<file path="config.mk">
export PLATFORM = sky130hd
export DESIGN_NAME = ctrl_pipe
export DESIGN_NICKNAME = d
export VERILOG_FILES = /design/src/rtl/ctrl_pipe.sv
export SDC_FILE = /design/constraint.sdc
export NUM_CORES = 1
export LEC_CHECK = 0
export ABC_AREA = 0
export BUFFER_PORTS_ARGS = -buffer_cell sky130_fd_sc_hd__buf_2
export CAP_MARGIN = 15
export CELL_PAD_IN_SITES_DETAIL_PLACEMENT = 1
export CELL_PAD_IN_SITES_GLOBAL_PLACEMENT = 1
export CORE_ASPECT_RATIO = 0.6
export CORE_MARGIN = 5
export CORE_UTILIZATION = 41
export DETAILED_ROUTE_END_ITERATION = 8
export PLACE_DENSITY_LB_ADDON = 0.1
export SYNTH_ARGS = -nofsm -noshare
export SYNTH_HDL_FRONTEND = slang
export SYNTH_SLANG_ARGS = --single-unit
</file>
<file path="constraint.sdc">
create_clock -name clk -period 3.1 [get_ports clk]
set_input_delay 0.465 -clock clk [delete_from_list [all_inputs] [get_ports clk]]
set_output_delay 0.465 -clock clk [all_outputs]
set_load 0.02 [all_outputs]
</file>
<file path="src/rtl/ctrl_pipe.sv">
// Control-bundle pipeline: a chain of valid-tagged stage registers with
// per-stage stall/flush, stall propagated upstream and bubbles inserted behind a frozen stage.
module ctrl_pipe #(
  parameter int WIDTH           = 14,
  parameter int STAGES          = 3,
  parameter int CLEAR_ON_BUBBLE = 1
) (
  input  logic                      clk,
  input  logic                      rst_n,
  input  logic [WIDTH-1:0]          in_data,
  input  logic                      in_valid,
  output logic                      in_ready,
  input  logic [STAGES-1:0]         stall,
  input  logic [STAGES-1:0]         flush,
  output logic [STAGES*WIDTH-1:0]   stage_data,
  output logic [STAGES-1:0]         stage_valid,
  output logic [STAGES-1:0]         stage_held
);

  localparam bit CLR = (CLEAR_ON_BUBBLE != 0);

  logic [STAGES-1:0]             hold_s;
  logic [STAGES-1:0]             up_hold_s;
  logic [STAGES-1:0]             src_valid_s;
  logic [STAGES-1:0][WIDTH-1:0]  src_data_s;
  logic [STAGES-1:0]             valid_q;
  logic [STAGES-1:0]             valid_d;
  logic [STAGES-1:0][WIDTH-1:0]  data_q;
  logic [STAGES-1:0][WIDTH-1:0]  data_d;

  // A stage holds when it or any stage downstream of it stalls; flush plays no part.
  always_comb begin
    hold_s = '0;
    for (int k = 0; k < STAGES; k++) begin
      hold_s[k] = |(stall >> k);
    end
  end

  // Per-stage load source and upstream-frozen flag; stage 0 takes the decode input.
  always_comb begin
    up_hold_s      = '0;
    src_valid_s    = '0;
    src_data_s     = '0;
    src_valid_s[0] = in_valid;
    src_data_s[0]  = (CLR && !in_valid) ? {WIDTH{1'b0}} : in_data;
    for (int k = 1; k < STAGES; k++) begin
      up_hold_s[k]   = hold_s[k-1];
      src_valid_s[k] = valid_q[k-1];
      src_data_s[k]  = data_q[k-1];
    end
  end

  // Next-state selection in priority order: flush, hold, bubble behind frozen upstream, load.
  always_comb begin
    valid_d = valid_q;
    data_d  = data_q;
    for (int k = 0; k < STAGES; k++) begin
      if (flush[k]) begin
        valid_d[k] = 1'b0;
        data_d[k]  = CLR ? {WIDTH{1'b0}} : data_q[k];
      end else if (hold_s[k]) begin
        valid_d[k] = valid_q[k];
        data_d[k]  = data_q[k];
      end else if (up_hold_s[k]) begin
        valid_d[k] = 1'b0;
        data_d[k]  = CLR ? {WIDTH{1'b0}} : data_q[k];
      end else begin
        valid_d[k] = src_valid_s[k];
        data_d[k]  = src_data_s[k];
      end
    end
  end

  // Stage registers; reset drops every in-flight entry at once.
  always_ff @(posedge clk or negedge rst_n) begin
    if (!rst_n) begin
      valid_q <= '0;
      data_q  <= '0;
    end else begin
      valid_q <= valid_d;
      data_q  <= data_d;
    end
  end

  assign in_ready    = ~hold_s[0];
  assign stage_held  = hold_s;
  assign stage_valid = valid_q;
  assign stage_data  = data_q;

endmodule
</file>
==> flow_metrics.py <==
metrics = {
    "outcome": {
        "run_status": "finished, final reports clean",
    },
    "synthesis": {
        "synthSimpleGateAreaFrac_pct": 21.1,
        "yosys_warning_total": 0,
        "synthesis.area_per_instance_um2": 12.0,
        "synthAdderAreaFrac_pct": 0,
        "synth_cell_types": 23,
        "syn_inst": 170,
        "area_fraction_in_compound_gates_after_synthesis_pct": 11.4,
        "muxShareOfSynthArea_pct": 6.88,
        "ys_ff_latch": 45,
        "net_count_synth": 193,
        "synth_sequential_area_ratio_pct": 55.2,
        "synthesis.area_um2": 2040,
        "synth_top_family_by_area": "simple AND/OR/NAND/NOR gates",
        "yosys.area_share.xor_xnor_pct": 0,
    },
    "floorplan": {
        "placeableCoreArea_um2": 4680,
        "design.die.area_um2": 6530,
        "placementRows": 19,
        "count_of_boundary_i_o_pins": 72,
        "initial_utilization_pct": 43.5,
        "die_width_um": 101,
        "die_h_um": 64.6,
    },
    "cells_and_area": {
        "layout_commonest_cell": "sky130_fd_sc_hd__buf_2",
        "layout.nets": 256,
        "area.growth.synth_to_final_pct": 21.0,
        "design_area_um2": 2470,
        "mostFrequentLayoutCells": "71 x sky130_fd_sc_hd__buf_2, 45 x sky130_fd_sc_hd__dfrtp_1, 15 x sky130_fd_sc_hd__a22o_1, 15 x sky130_fd_sc_hd__nand2_1, 15 x sky130_fd_sc_hd__a21oi_1",
        "fin_cells": 297,
        "utilization_pct": 52.7,
        "drive_above_1_share_pct": 38.9,
        "antennaDiodeCount": 0,
    },
    "critical_path": {
        "worst_path_most_repeated_cell": "sky130_fd_sc_hd__buf_2",
        "crit_reg_reg_startpoint": "stage_data[27]",
        "timing.critical_path.slowest_stage_cell": "sky130_fd_sc_hd__or3_4",
        "critical_path_maximum_fanout": 37,
        "worstSetupPathType": "in2out",
        "worstPathCellList": "buf_2, or3_4, clkinv_8, buf_2",
        "timing.critical_path.buf_inv": 3,
        "critPathLaunchType": "input pin",
        "worst_ep_required_time_ns": 2.63,
        "critical_path.reg2reg.endpoint": "stage_data[41]",
        "cp_data_arrival_time_ns": 1.55,
        "timing.critical_path.to_type": "output pin",
        "critPathMaxStageDelay_ns": 0.50,
        "critPathTopFamily": "buffers and inverters",
        "r2r_cells": 2,
        "regToRegSetupSlack_ns": 2.00,
    },
    "pwr": {
        "share_seq_of_total_power_pct": 56.9,
        "report.power.total_mw": 1.05,
        "comb_power_share_pct": 8.7,
        "leakagePower_nw": 1.21,
        "internal_power_of_the_cells_mw": 0.781,
        "switching_share_pct": 25.4,
        "switching_power_mw": 0.266,
        "p_clk_share_pct": 34.4,
        "worst_ir_drop_vdd_uv": 194,
        "p_per_area_nw_per_um2": 425,
    },
    "placed_design": {
        "gp_routability_congestion": 0.760,
        "input_output_buffers": 71,
        "dp_worst_slack_ns": 1.09,
        "dp_cells": 289,
        "placed_cell_area_um2": 2380,
    },
    "clock_tree": {
        "cts.root.buffer_cell": "sky130_fd_sc_hd__clkbuf_8",
        "cts-buffers-inserted": 5,
        "post-cts-setup-buffers": 0,
        "ctsLongestPathBuffers": 2,
        "clkTransAtPathRegs_ns": 0.08,
        "clock_sinks": 45,
        "cts_resized": 0,
        "tritoncts_clock_tree": "yes",
        "clkLatencyLatePin_ns": 0.29,
        "ctsHoldBuffers": 0,
        "clock_tree.htree_level_count": 2,
    },
    "routing": {
        "drt-vias-per-instance": 5.14,
        "wirelength_per_cell_um": 17.4,
        "finalWirelength_mm": 5.17,
        "route.detailed.drc": 0,
        "drt-pass1-iter-count": 4,
        "via_count": 1527,
        "drt.antenna.violating_nets": 0,
        "drt-initial-drc-count": 67,
    },
    "global_route": {
        "grt_total_ovfl": 0,
        "grt_util_all_layers_pct": 17.0,
        "grt_first_pass_wirelength_mm": 8.82,
        "grt_pass1_vias": 1663,
        "largest_net_degree_at_the_start_of_global_routing": 46,
        "antenna_violations_before_repair": 0,
    },
    "sta": {
        "timing.final.max_slew_violations": 0,
        "post-route-worst-setup-slack_ns": 1.09,
        "setup_viol": 0,
        "fin_crit_sh_pct": 64.9,
        "tightestPinTransition_ns": 0.982,
        "report.final.hold_viol_count": 0,
        "max_freq_ghz": 0.497,
        "worst_clock_skew_ns": 0.00279,
        "post-route-min-period_ns": 2.01,
        "setup_repair_after_global_routing_missed_its_margin": "false",
        "hold_slack_ns": 0.325,
        "slew-limit-headroom_pct": 34.5,
        "tns_ns": 0,
    },
    "job": {
        "max_cap_viols": 0,
    },
    "worst_hold_path": {
        "hp-class": "in2async",
    },
}
area by class of cell:
cell class / count / area (um^2)
Timing Repair Buffer: 71 / 355
Inverter: 1 / 16.3
Sequential cell: 45 / 1130
Multi-Input combinational cell: 109 / 802
Tap cell: 63 / 78.8
Clock buffer: 6 / 72.6
Clock inverter: 2 / 15.0
Fill cell: 527 / 2220
registers in the layout (all words and copies together), names as in the netlist:
name	count
stage_data	42
stage_valid	3
power groups by stage:
stage	registers, mW	clock network, mW	logic, mW
floorplan	0.612	0	0.0500
global placement	0.607	0	0.0892
detailed placement	0.608	0	0.0923
CTS	0.596	0.370	0.0925
global route	0.597	0.392	0.102
finish	0.596	0.360	0.0910
synthesized netlist by cell type (all sizes together):
master | instances | area share, %
nand2b | 14 | 4.3
or3 | 1 | 0.55
dfrtp | 45 | 55
or3b | 15 | 6.4
o21ba | 1 | 0.49
mux2i | 14 | 6.9
clkinv | 1 | 0.80
or4b | 1 | 0.49
nor4 | 1 | 1.0
clkbuf | 7 | 1.4
nand3b | 14 | 5.2
o31ai | 1 | 0.37
a21oi | 16 | 4.1
or2 | 1 | 0.31
buf | 8 | 3.3
a22o | 15 | 6.4
nand2 | 15 | 2.8
worst max path at each step:
stage / startpoint / end / depth (start not counted)
after floorplan: stall[2] / in_ready / 4
after detailed placement: stall[2] / in_ready / 4
after global placement: stall[2] / in_ready / 4
after CTS: stall[2] / in_ready / 4
final: stall[2] / in_ready / 4
after global routing: stall[2] / in_ready / 4
routing by layer:
layer | global-route usage (%) | up-vias | part of all wire [%]
li1 | - | 722 | -
met5 | 0 | - | 0
met1 | 23.9 | 754 | 49
met3 | 4.72 | 5 | 6.3
met4 | 3.98 | 0 | 0.60
met2 | 26.3 | 46 | 44
cell families (layout without fill, tap and decap cells):
logic type | count (synthesis) | after routing
muxes | 14 | 14
buffers and inverters | 16 | 80
and+or+nand+nor | 62 | 62
AOI/OAI and AO/OA | 33 | 33
DFF | 45 | 45
Power figures use the tool's default switching activity.
